===== config.mk =====
export PLATFORM = sky130hd
export DESIGN_NAME = spi_adc_arbiter
export DESIGN_NICKNAME = d
export VERILOG_FILES = /design/src/rtl/spi_adc_arbiter.sv
export SDC_FILE = /design/constraint.sdc
export NUM_CORES = 1
export LEC_CHECK = 0
export CORE_MARGIN = 8
export CORE_UTILIZATION = 24
export CTS_BUF_LIST = sky130_fd_sc_hd__clkbuf_8
export CTS_CLUSTER_SIZE = 30
export DETAILED_ROUTE_END_ITERATION = 16
export HOLD_SLACK_MARGIN = 0.08
export PLACE_DENSITY = 0.47
export SLEW_MARGIN = 10
export SYNTH_ARGS = -nofsm -noshare
export SYNTH_HDL_FRONTEND = slang
export SYNTH_SLANG_ARGS = --single-unit
export TNS_END_PERCENT = 5

===== constraint.sdc =====
create_clock -name clk -period 5.4 [get_ports clk]
set_input_delay 1.62 -clock clk [delete_from_list [all_inputs] [get_ports clk]]
set_output_delay 1.62 -clock clk [all_outputs]
set_load 0.01 [all_outputs]

===== src/rtl/spi_adc_arbiter.sv =====
// spi_adc_arbiter
// Round-robin arbiter that shares one SPI ADC front-end among NUM_REQ
// requesters. A granted request selects its analog mux channel, waits for the
// mux to settle, pulses adcStart, then returns the captured sample (or a
// timeout error) to the owning requester as a one-cycle response strobe.
// Only one conversion is in flight at a time.

module spi_adc_arbiter #(
  parameter int NUM_REQ        = 4,
  parameter int CH_BITS        = 3,
  parameter int DATA_BITS      = 12,
  parameter int SETTLE_CYCLES  = 4,
  parameter int TIMEOUT_CYCLES = 64
) (
  input  logic                         clk,
  input  logic                         rst,
  input  logic [NUM_REQ-1:0]           reqValid,
  input  logic [NUM_REQ*CH_BITS-1:0]   reqChannel,
  output logic [NUM_REQ-1:0]           reqReady,
  output logic [NUM_REQ-1:0]           rspValid,
  output logic [DATA_BITS-1:0]         rspData,
  output logic                         rspError,
  output logic [CH_BITS-1:0]           adcChannel,
  output logic                         adcStart,
  input  logic                         adcDataValid,
  input  logic [DATA_BITS-1:0]         adcData
);

  // Owner index width; a single requester still needs a 1-bit index.
  localparam int OWN_W   = (NUM_REQ > 1) ? $clog2(NUM_REQ) : 1;

  // One shared counter serves both the settle delay and the WAIT timeout,
  // so it is sized for the larger of the two and can never wrap.
  localparam int CNT_MAX = (SETTLE_CYCLES > TIMEOUT_CYCLES) ? SETTLE_CYCLES
                                                            : TIMEOUT_CYCLES;
  localparam int CNT_W   = $clog2(CNT_MAX + 1);

  localparam logic [CNT_W-1:0] SETTLE_LAST  =
    CNT_W'((SETTLE_CYCLES > 0) ? (SETTLE_CYCLES - 1) : 0);
  localparam logic [CNT_W-1:0] TIMEOUT_LAST = CNT_W'(TIMEOUT_CYCLES - 1);

  localparam logic [OWN_W-1:0] LAST_REQ   = OWN_W'(NUM_REQ - 1);
  localparam logic [OWN_W:0]   NUM_REQ_W  = (OWN_W + 1)'(NUM_REQ);

  // Sequencer states.
  localparam logic [2:0] IDLE    = 3'd0;
  localparam logic [2:0] SETTLE  = 3'd1;
  localparam logic [2:0] START   = 3'd2;
  localparam logic [2:0] WAIT    = 3'd3;
  localparam logic [2:0] RESPOND = 3'd4;

  logic [2:0]           state_q,     state_d;
  logic [OWN_W-1:0]     ptr_q,       ptr_d;
  logic [OWN_W-1:0]     owner_q,     owner_d;
  logic [CH_BITS-1:0]   chan_q,      chan_d;
  logic [CNT_W-1:0]     cnt_q,       cnt_d;
  logic [DATA_BITS-1:0] rsp_data_q,  rsp_data_d;
  logic                 rsp_error_q, rsp_error_d;

  logic                 grant_found;
  logic [OWN_W-1:0]     grant_idx;
  logic [OWN_W:0]       grant_sum;
  logic [OWN_W-1:0]     grant_cand;
  logic [NUM_REQ-1:0]   req_ready;
  logic [NUM_REQ-1:0]   rsp_valid;

  // Round-robin search: first valid requester at or after ptr, with wrap.
  always_comb begin
    grant_found = 1'b0;
    grant_idx   = '0;
    grant_sum   = '0;
    grant_cand  = '0;
    for (int k = 0; k < NUM_REQ; k++) begin
      grant_sum = {1'b0, ptr_q} + (OWN_W + 1)'(k);
      if (grant_sum >= NUM_REQ_W) begin
        grant_sum = grant_sum - NUM_REQ_W;
      end
      grant_cand = grant_sum[OWN_W-1:0];
      if (!grant_found && reqValid[grant_cand]) begin
        grant_found = 1'b1;
        grant_idx   = grant_cand;
      end
    end
  end

  // One-hot accept, offered only while the sequencer is idle.
  always_comb begin
    req_ready = '0;
    if (state_q == IDLE && grant_found) begin
      req_ready[grant_idx] = 1'b1;
    end
  end

  // One-hot response strobe to the owner of the finished conversion.
  always_comb begin
    rsp_valid = '0;
    if (state_q == RESPOND) begin
      rsp_valid[owner_q] = 1'b1;
    end
  end

  // Sequencer next-state and datapath update.
  always_comb begin
    state_d     = state_q;
    ptr_d       = ptr_q;
    owner_d     = owner_q;
    chan_d      = chan_q;
    cnt_d       = cnt_q;
    rsp_data_d  = rsp_data_q;
    rsp_error_d = rsp_error_q;

    case (state_q)
      IDLE: begin
        if (grant_found) begin
          // The channel slice is sampled only here, at the accept edge.
          owner_d = grant_idx;
          chan_d  = reqChannel[grant_idx*CH_BITS +: CH_BITS];
          ptr_d   = (grant_idx == LAST_REQ) ? '0 : grant_idx + 1'b1;
          cnt_d   = '0;
          state_d = (SETTLE_CYCLES == 0) ? START : SETTLE;
        end
      end

      SETTLE: begin
        if (cnt_q == SETTLE_LAST) begin
          cnt_d   = '0;
          state_d = START;
        end else begin
          cnt_d = cnt_q + 1'b1;
        end
      end

      START: begin
        // adcStart is high for this single cycle; timeout count starts fresh.
        cnt_d   = '0;
        state_d = WAIT;
      end

      WAIT: begin
        // A sample arriving on the last WAIT cycle beats the timeout.
        if (adcDataValid) begin
          rsp_data_d  = adcData;
          rsp_error_d = 1'b0;
          state_d     = RESPOND;
        end else if (cnt_q == TIMEOUT_LAST) begin
          rsp_data_d  = '0;
          rsp_error_d = 1'b1;
          state_d     = RESPOND;
        end else begin
          cnt_d = cnt_q + 1'b1;
        end
      end

      RESPOND: begin
        // Response fields read as zero whenever no strobe is active.
        rsp_data_d  = '0;
        rsp_error_d = 1'b0;
        state_d     = IDLE;
      end

      default: begin
        state_d     = IDLE;
        rsp_data_d  = '0;
        rsp_error_d = 1'b0;
      end
    endcase
  end

  // State registers; reset drops any in-flight conversion without response.
  always_ff @(posedge clk or posedge rst) begin
    if (rst) begin
      state_q     <= IDLE;
      ptr_q       <= '0;
      owner_q     <= '0;
      chan_q      <= '0;
      cnt_q       <= '0;
      rsp_data_q  <= '0;
      rsp_error_q <= 1'b0;
    end else begin
      state_q     <= state_d;
      ptr_q       <= ptr_d;
      owner_q     <= owner_d;
      chan_q      <= chan_d;
      cnt_q       <= cnt_d;
      rsp_data_q  <= rsp_data_d;
      rsp_error_q <= rsp_error_d;
    end
  end

  assign reqReady   = req_ready;
  assign rspValid   = rsp_valid;
  assign rspData    = rsp_data_q;
  assign rspError   = rsp_error_q;
  assign adcChannel = chan_q;
  assign adcStart   = (state_q == START);

endmodule


==> results of run 1 <==
==> cell type report <==
| class | instances | share of cell area |
|---|---|---|
| clock buffer | 6 | 0.0345 |
| clock inverter | 1 | 0.0126 |
| inverter | 10 | 0.0157 |
| multi-input combinational | 114 | 0.330 |
| sequential | 30 | 0.314 |
| tap | 80 | 0.0419 |
| timing repair buffer | 61 | 0.251 |
==> final timing paths <==
| check | depth (start not counted) | startpoint | endpoint | slack (ps) |
|---|---|---|---|---|
| min in group asynchronous | 3 | rst | rspData[0]$_DFFE_PP0P_ | 1710 |
| min reg2reg | 2 | adcChannel[2]$_DFFE_PP0P_ | adcChannel[2]$_DFFE_PP0P_ | 500 |
| max reg2reg | 6 | cnt_q[0]$_DFFE_PP0P_ | rspData[10]$_DFFE_PP0P_ | 3300 |
| max in group asynchronous | 3 | rst | cnt_q[5]$_DFFE_PP0P_ | 3390 |
| min | 2 | adcChannel[2]$_DFFE_PP0P_ | adcChannel[2]$_DFFE_PP0P_ | 500 |
| max | 7 | reqValid[1] | reqReady[1] | 110 |
==> per-stage QoR <==
step	TNS [ps]	setup slack, ps	power [W]	instance area (sq um)	instances
2_1_floorplan	0	1010	0.000702	1620	161
3_3_place_gp	0	41.1	0.000917	2270	295
3_5_place_dp	0	23.3	0.000916	2270	295
4_1_cts	0	15.0	0.00115	2390	302
5_1_grt	-106	-71.8	0.00123	2390	302
6_report	0	106	0.00113	2390	302
==> power by group through the flow <==
stage | sequential [W] | combinational [W] | clock (W)
2_1_floorplan | 0.000397 | 0.000305 | 0
3_3_place_gp | 0.000401 | 0.000517 | 0
3_5_place_dp | 0.000397 | 0.000519 | 0
4_1_cts | 0.000395 | 0.000520 | 0.000236
5_1_grt | 0.000414 | 0.000569 | 0.000245
6_report | 0.000396 | 0.000509 | 0.000229
==> placed cells by master (no fill, tap or decap), types with 2 or more instances in the layout <==
master and n:
nand3_1 3, o221ai_1 3, inv_1 10, buf_4 6, and3_1 2, ha_1 5, dlymetal6s2s_1 2, nor3_1 4
nor2b_1 2, nand2_1 15, o31ai_2 2, a22o_1 12, dfrtp_1 30, nor2_1 13, mux2i_1 6, clkbuf_8 6
o21ai_0 9, clkdlybuf4s50_1 53, and2_1 4, o21ai_1 2, o21ai_2 6, a21oi_1 5, nand2b_1 3
==> cells in the mapped netlist, types with 2 or more instances <==
cell and number:
nor2_1 13, a21oi_1 5, nand2_1 15, o21ai_2 6, and2_1 4, nand2b_1 3
nand3_1 3, a22o_1 12, dfrtp_1 30, nor2b_1 2, ha_1 5, o221ai_1 3
inv_1 10, and3_1 2, nor3_1 4, o21ai_1 2, buf_2 3, mux2i_1 6
o31ai_2 2, o21ai_0 9, clkbuf_1 3
==> cell families after synthesis <==
logic type / Yosys count / share of synthesized area
buffers and inverters: 17 / 0.0465
adders and majority gates: 5 / 0.0387
AOI/OAI and AO/OA: 48 / 0.235
DFF: 30 / 0.465
and+or+nand+nor: 55 / 0.178
muxes: 6 / 0.0372
==> worst register-to-register path, stage by stage (launching register included) <==
cell and delay (ps):
dfrtp_1 410, ha_1 250, and3_1 210, a21oi_2 200
nor2_1 90, nor2_1 620, a22o_1 260
==> registers in the layout, summed over array words and instances (netlist names) <==
register    cells
owner_q         2
ptr_q           2
state_q         3
rspError        1
rspData        12
adcChannel      3
cnt_q           7
==> metal layers <==
layer | share of wire | vias up | wire, um | track usage
li1 | - | 705 | - | -
met2 | 0.43 | 37 | 1800 | 0.136
met5 | 0 | - | 0 | 0
met3 | 0.075 | 5 | 315 | 0.0427
met4 | 0.0065 | 0 | 27 | 0.0216
met1 | 0.49 | 646 | 2040 | 0.113
==> timing repair <==
item / in CTS / in global routing
gates resized for setup: 0 / 2
endpoints found under the setup margin: 0 / 4
buffers inserted: 0 / 0
==> impl_metrics.yaml, run 1 <==
cells_and_area:
  fin_util: 0.360
  diodes: 0
  final_nets: 258
  drive_above_1_share: 0.117
  fill_cells: 670
  seq_area_sq_um: 751
  multi_input_area_sq_um: 790
  synthToLayoutAreaGrowth_pct: 48.0
synthesis:
  synth_edf_count: 0
  synth_area_leaders: "dfrtp_1 (46%), a22o_1 (6.5%), ha_1 (3.9%)"
  synth_warnings: 0
  ys.flop_type: "dfrtp_1"
  yosys.area.top_type: "dfrtp_1"
  synth.top_cell.area_share: 0.465
  netlist-cell-type-count: 40
  synth.avg_cell_area_sq_um: 10.0
  synthCells: 161
  yosysSeqAreaShare: 0.465
  syn_nets: 197
  async_flop_share: 1.00
  ys_ff_latch: 30
  syn_area_sq_mm: 0.00162
routing:
  ant_nets: 0
  wirelength_mm: 4.18
  drt_first_pass_iters: 6
  vias: 1393
  drc: 0
  wl_per_cell_um: 13.8
  drt_iter0_markers: 43
  routed_via_density: 4.61
worst_setup_path:
  crit_type: "in2out"
  cpPeakStageDelay_ps: 540
  crit_top_cell: "clkdlybuf4s50_1"
  worstSetupStartpointType: "input port"
  critical-path-top-delay-family: "buffers and inverters"
  endpoint_kind: "primary output"
  cp_cell_sequence: "clkdlybuf4s50_1, a21oi_1, or3b_2, o211ai_1, ha_1, and2_1, clkdlybuf4s50_1"
  worst_ep_required_time_ps: 3780
  slowest_stage: "clkdlybuf4s50_1"
  cp_data_arrival_time_ps: 3670
  path_buf_inv: 2
  crit_fanout: 5
timing:
  worstMarginPinSlew_ps: 811
  slew_headroom: 0.457
  timing.hold.ws_ps: 497
  setup_violations: 0
  fmax_mhz: 189
  grt_setup_unrepaired: "yes"
  hold_viol: 0
  drv_slew: 0
  fin_skew_ps: 8.17
  min_period_over_period: 0.980
  min_period_ps: 5290
power_and_ir_drop:
  internal_power_w: 0.000731
  seqPwrFrac: 0.349
  power_switching_w: 0.000403
  clkPwrFrac: 0.202
  p_leak_nw: 1.05
  power_density_mw_per_mm2: 474
  pwr-share-comb: 0.449
  peakVddDrop_v: 0.000213
  switching_share: 0.355
floorplanning:
  core_area_sq_mm: 0.00664
  dieHeight_um: 98.0
  rows: 30
  start_util: 0.243
  dieArea_sq_mm: 0.00961
  ioPinCount: 56
  die_w_um: 98.0
clocking:
  cts.clk_slew.worst_paths_ps: 60
  max-clock-path-buffers: 2
  cts_tree: "built"
  clock-sinks: 30
  cts_hold_buffers: 0
  cts_made_buffers: 5
  insertion_delay_ps: 280
  cts_root_buf: "clkbuf_8"
  h-tree-depth: 2
job:
  cap_violations: 0
placed_design:
  finalWeightedCongestion: 0.788
  detailed_place_hpwl_mm: 3.14
  numPortBuffers: 55
run_status:
  status: "complete, no violations"
global_route:
  grt_pass1_wl_mm: 7.15
  grt_util_all_layers: 0.0906
  grt_pass1_vias: 1426
  antenna_found_initial: 0
  grt_overflow_total: 0
  grt_max_degree: 31
min_path:
  hold_class: "reg2reg"
Note: power is estimated with default switching activity, not from simulation.
==> inputs of run 2 (changes only) <==
--- a/config.mk
+++ b/config.mk
@@ -5,13 +5,15 @@
 export SDC_FILE = /design/constraint.sdc
 export NUM_CORES = 1
 export LEC_CHECK = 0
+export ABC_AREA = 1
+export CORE_ASPECT_RATIO = 1.5
 export CORE_MARGIN = 8
 export CORE_UTILIZATION = 24
 export CTS_BUF_LIST = sky130_fd_sc_hd__clkbuf_8
 export CTS_CLUSTER_SIZE = 30
 export DETAILED_ROUTE_END_ITERATION = 16
 export HOLD_SLACK_MARGIN = 0.08
-export PLACE_DENSITY = 0.47
+export PLACE_DENSITY = 0.45
 export SLEW_MARGIN = 10
 export SYNTH_ARGS = -nofsm -noshare
 export SYNTH_HDL_FRONTEND = slang
==> impl_metrics.yaml, run 2 <==
run_status:
  status: "complete, no violations"
placed_design:
  detailed_place_hpwl_mm: 4.16
  finalWeightedCongestion: 0.751
  numPortBuffers: 55
  placedCellCount: 413
cells_and_area:
  layout_common_cells: "nand2_1 (60), clkdlybuf4s50_1 (52), inv_1 (36)"
  synthToLayoutAreaGrowth_pct: 45.6
  largest_reg_flops: 12
  layout_commonest_cell: "nand2_1"
  stdcell_count: 421
  final_nets: 351
  fin_util: 0.356
  drive_above_1_share: 0.171
  diodes: 0
synthesis:
  ys_ff_latch: 30
  synth.top_cell.area_share: 0.388
  synth_most_common_cell: "nand2_1"
  synthCells: 246
  syn_nets: 282
  syn_area_sq_mm: 0.00194
  ys.flop_type: "dfrtp_1"
  netlist-cell-type-count: 33
  synth_edf_count: 0
  async_flop_share: 1.00
  yosys.area.top_type: "dfrtp_1"
  synth_warnings: 0
  synth_area_leaders: "dfrtp_1 (39%), nand2_1 (12%), inv_1 (7.0%)"
  synth.avg_cell_area_sq_um: 7.87
  yosysSeqAreaShare: 0.388
  synth_common_cells: "nand2_1 (60), inv_1 (36), dfrtp_1 (30)"
worst_setup_path:
  worst_ep_required_time_ps: 3780
  cpPeakStageDelay_ps: 550
  endpoint_kind: "primary output"
  crit_fanout: 6
  worstSetupStartpointType: "input port"
  cp_data_arrival_time_ps: 3700
  crit_type: "in2out"
  slowest_stage: "clkdlybuf4s50_1"
  cp_cell_sequence: "clkdlybuf4s50_1, inv_1, nand2_1, nand3_1, nand2_2, nor2_8, nand3_4, nand3_4, ha_1, inv_1, nor2_1, clkdlybuf4s50_1"
min_path:
  hold_class: "reg2reg"
timing:
  worstMarginPinSlew_ps: 632
  min_period_ps: 5320
  hold_viol: 0
  min_period_over_period: 0.984
  fmax_mhz: 188
  slew_headroom: 0.578
  fin_skew_ps: 3.76
  drv_slew: 0
  setup_violations: 0
  grt_setup_unrepaired: "yes"
floorplanning:
  dieHeight_um: 126
  core_area_sq_mm: 0.00791
  die_w_um: 89.3
  start_util: 0.245
  ioPinCount: 56
  dieArea_sq_mm: 0.0113
  rows: 40
clocking:
  cts_tree: "built"
  cts.clk_slew.worst_paths_ps: 70
  cts_made_buffers: 5
  clock-sinks: 30
  h-tree-depth: 2
  max-clock-path-buffers: 2
  cts_hold_buffers: 0
  cts_root_buf: "clkbuf_8"
  insertion_delay_ps: 280
routing:
  wl_per_cell_um: 12.4
  routed_via_density: 4.33
  drt_first_pass_iters: 4
  ant_nets: 0
  drt_iter0_markers: 39
  drc: 0
  vias: 1822
  wirelength_mm: 5.24
global_route:
  grt_util_all_layers: 0.0994
  grt_pass1_wl_mm: 8.91
  grt_pass1_vias: 1999
  grt_max_degree: 31
  antenna_found_initial: 0
  grt_overflow_total: 0
job:
  cap_violations: 0
power_and_ir_drop:
  p_leak_nw: 1.37
  peakVddDrop_v: 0.000142
  power_density_mw_per_mm2: 203
## run 2: cell count changes after synthesis, moves of 6 or more
cell,previous run,this run
inv_1,10,36
mux2i_1,6,0
a32o_1,0,12
nand2_2,0,11
o21ai_2,6,0
nand2_1,15,60
a22o_1,12,0
nand4_1,0,6
nand3_1,3,17
## run 2: worst max-delay path, delay by kind of cell
| kind | cells | cell delay, ps |
|---|---|---|
| buf+inv | 4 | 1100 |
| simple gates | 7 | 790 |
| fa+ha+maj | 1 | 160 |
## run 2: per-layer routing
layer  vias to the layer above  routed length [um]  GRT usage  part of all wire
met1                       849                1950     0.0964              0.37
met4                         0                  72     0.0354             0.014
met5                         -                   0          0                 0
met2                        30                2960      0.191              0.57
met3                         6                 258     0.0241             0.049
li1                        937                   -          -                 -
## run 2: timing repair
item | in CTS | in global routing
gates cloned | 0 | 0
gates resized for setup | 2 | 1
setup buffers | 0 | 0
setup endpoints to repair | 2 | 2
## run 2: worst paths after layout
path                       cells after the start              startpoint  slack, ps                        end
min                                            2    rspError$_DFFE_PP0P_        490       rspError$_DFFE_PP0P_
max in group asynchronous                      3                     rst       3390       cnt_q[4]$_DFFE_PP0P_
min in group asynchronous                      3                     rst       1720  adcChannel[1]$_DFFE_PP0P_
max                                           12             reqValid[1]         80                reqReady[0]
max reg2reg                                   12  state_q[2]$_DFFE_PP0P_       3150       cnt_q[5]$_DFFE_PP0P_
min reg2reg                                    2    rspError$_DFFE_PP0P_        490       rspError$_DFFE_PP0P_
## run 2: area by class of cell
class | instances | area (sq um)
tap | 105 | 131
clock inverter | 2 | 60.1
inverter | 43 | 173
fill | 861 | 5090
clock buffer | 6 | 82.6
timing repair buffer | 67 | 641
multi-input combinational | 168 | 981
sequential | 30 | 751
## run 2: power by group
| group | switching [W] | internal [W] |
|---|---|---|
| Combinational | 0.0000299 | 0.0000347 |
| Clock | 0.0000851 | 0.000197 |
| Sequential | 0 | 0.000225 |
## run 2: cell families (layout without fill, tap and decap cells)
group | count (synthesis) | in the layout | share of synthesized area
flip-flops | 30 | 30 | 0.388
buffers and inverters | 48 | 118 | 0.105
adder cells (fa/ha/maj) | 5 | 5 | 0.0323
AO/OA/AOI/OAI | 33 | 33 | 0.126
XOR/XNOR | 1 | 1 | 0.00453
AND/OR/NAND/NOR | 129 | 129 | 0.344
## run 2: through the flow
step / setup slack [ps] / setup TNS, ps / area (sq um) / hold WS [ps] / power (W)
after CTS: 17.4 / 0 / 2820 / 492 / 0.000585
after global routing: -143 / -143 / 2820 / 511 / 0.000599
after global placement: -12.4 / -12.4 / 2680 / 472 / 0.000295
after detailed placement: -51.4 / -85.5 / 2680 / 477 / 0.000295
final: 84.0 / 0 / 2820 / 485 / 0.000571
after floorplan: 1040 / 0 / 1940 / 479 / 0.000258
==> inputs of run 3 (changes only) <==
--- a/config.mk
+++ b/config.mk
@@ -12,8 +12,6 @@
 export CTS_BUF_LIST = sky130_fd_sc_hd__clkbuf_8
 export CTS_CLUSTER_SIZE = 30
 export DETAILED_ROUTE_END_ITERATION = 16
-export HOLD_SLACK_MARGIN = 0.08
-export PLACE_DENSITY = 0.45
 export SLEW_MARGIN = 10
 export SYNTH_ARGS = -nofsm -noshare
 export SYNTH_HDL_FRONTEND = slang
==> impl_metrics.yaml, run 3 (synthesis results as in run 2) <==
run_status:
  status: "complete, no violations"
worst_setup_path:
  crit_fanout: 5
  worst_ep_required_time_ps: 3780
  rr_worst_depth: 11
  worstSetupStartpointType: "input port"
  rr_startpoint: "state_q[2]$_DFFE_PP0P_"
  crit_type: "in2out"
  reg2reg_to: "cnt_q[5]$_DFFE_PP0P_"
  r2r_setup_slack_ps: 3130
  endpoint_kind: "primary output"
  cp_data_arrival_time_ps: 3590
cells_and_area:
  largest_reg_flops: 12
  synthToLayoutAreaGrowth_pct: 43.3
  diodes: 0
  layout_common_cells: "nand2_1 (60), clkdlybuf4s50_1 (51), inv_1 (36)"
  final_nets: 351
  drive_above_1_share: 0.174
  final_cell_area_sq_mm: 0.00277
  seq_area_sq_um: 751
  layout_commonest_cell: "nand2_1"
  fill_cells: 892
  multi_input_area_sq_um: 986
  stdcell_count: 421
power_and_ir_drop:
  pwr-share-comb: 0.137
  power_switching_w: 0.000112
  p_leak_nw: 1.35
  power_density_mw_per_mm2: 170
  clkPwrFrac: 0.387
  p_total_w: 0.000472
  peakVddDrop_v: 0.000146
  internal_power_w: 0.000360
  switching_share: 0.237
  seqPwrFrac: 0.476
timing:
  fin_skew_ps: 3.11
  setup_violations: 0
  grt_setup_unrepaired: "yes"
  hold_viol: 0
  min_period_ps: 5210
  setup-tns-final_ps: 0
  fmax_mhz: 192
  worstMarginPinSlew_ps: 620
  slew_headroom: 0.586
  drv_slew: 0
  timing.hold.ws_ps: 486
  min_period_over_period: 0.965
min_path:
  min_path_cells: 2
  worstHoldEndpoint: "adcChannel[2]$_DFFE_PP0P_"
  hold_class: "reg2reg"
  worstHoldStart: "adcChannel[2]$_DFFE_PP0P_"
floorplanning:
  die_w_um: 89.3
  start_util: 0.245
  ioPinCount: 56
  core_area_sq_mm: 0.00791
  dieArea_sq_mm: 0.0113
  dieHeight_um: 126
  rows: 40
clocking:
  insertion_delay_ps: 280
  clock-sinks: 30
  cts.clk_slew.worst_paths_ps: 60
  cts_made_buffers: 5
  max-clock-path-buffers: 2
  cts_root_buf: "clkbuf_8"
  cts_tree: "built"
  h-tree-depth: 2
  cts_hold_buffers: 0
global_route:
  use_met3: 0.0326
  grt_pass1_wl_mm: 8.86
  grt_overflow_total: 0
  grt_util_all_layers: 0.0968
  grt-busiest-layer: "met2"
  grt_pass1_vias: 1997
  grt_max_degree: 31
  grtUsageMet2: 0.180
  grtUsageMet1: 0.0985
  antenna_found_initial: 0
routing:
  wirelength_mm: 5.07
  vias: 1847
  drc: 0
  drt_iter0_markers: 32
  drt_first_pass_iters: 4
  ant_nets: 0
  wl_per_cell_um: 12.0
  routed_via_density: 4.39
placed_design:
  placedCellCount: 411
  detailed_place_hpwl_mm: 4.00
  placed_area_sq_mm: 0.00266
  numPortBuffers: 55
  finalWeightedCongestion: 0.778
job:
  cap_violations: 0
-- run 3: cell types whose count changed in the layout (fill, tap and decap cells not counted), sizes merged --
cell	previous run	this run
clkdlybuf4s15	0	2
dlygate4sd2	2	1
bufinv	2	0
clkdlybuf4s50	52	51
inv	42	43
clkinv	1	2
-- run 3: cell type report --
cell class | instances | share of cell area
Timing Repair Buffer | 67 | 0.231
Sequential cell | 30 | 0.271
Clock inverter | 2 | 0.00316
Inverter | 43 | 0.0622
Tap cell | 105 | 0.0474
Clock buffer | 6 | 0.0298
Multi-Input combinational cell | 168 | 0.355
-- run 3: power groups by stage --
stage	registers (W)	logic [W]	clock network, W
after floorplan	0.000229	0.0000289	0
after global placement	0.000229	0.0000634	0
after detailed placement	0.000229	0.0000639	0
after CTS	0.000225	0.0000643	0.000190
after global routing	0.000225	0.0000725	0.000199
final	0.000225	0.0000647	0.000183
-- run 3: timing repair --
item / 4_1_cts / 5_1_grt
endpoints found under the setup margin: 3 / 1
pin swaps: 0 / 1
setup buffers: 0 / 2
gates resized for setup: 3 / 5
-- run 3: metal layers --
metal	share of wire	up-vias	routed length, um
met4	0.0043	0	22
li1	-	936	-
met5	0	-	0
met1	0.38	874	1920
met2	0.56	33	2830
met3	0.059	4	297
-- run 3: per-stage QoR --
step                 util  worst slack (ps)
CTS                 0.348              16.9
finish              0.351               191
global route        0.351             -28.0
detailed placement  0.337             -47.3
floorplan               -              1040
global placement    0.337              12.1
-- run 3: how the worst max path moves through the flow --
stage	startpoint	end	slack [ps]	cells past startpoint
2_1_floorplan	reqValid[3]	reqReady[2]	1040	12
3_3_place_gp	reqValid[1]	reqReady[1]	10	14
3_5_place_dp	reqValid[1]	reqReady[3]	-50	14
4_1_cts	reqValid[1]	reqReady[0]	20	12
5_1_grt	reqValid[3]	reqReady[2]	-30	15
6_report	reqValid[3]	reqReady[3]	190	15
-- run 3: worst max-delay path: stages --
cell	delay [ps]
clkdlybuf4s50_1	420
inv_1	70
nand2_1	70
nand3_1	150
nand2_2	110
nor2_8	160
nand3_1	90
nand3_1	90
nand2_2	100
buf_4	150
clkinv_2	60
ha_1	130
inv_1	40
nor2_1	90
clkdlybuf4s15_1	250
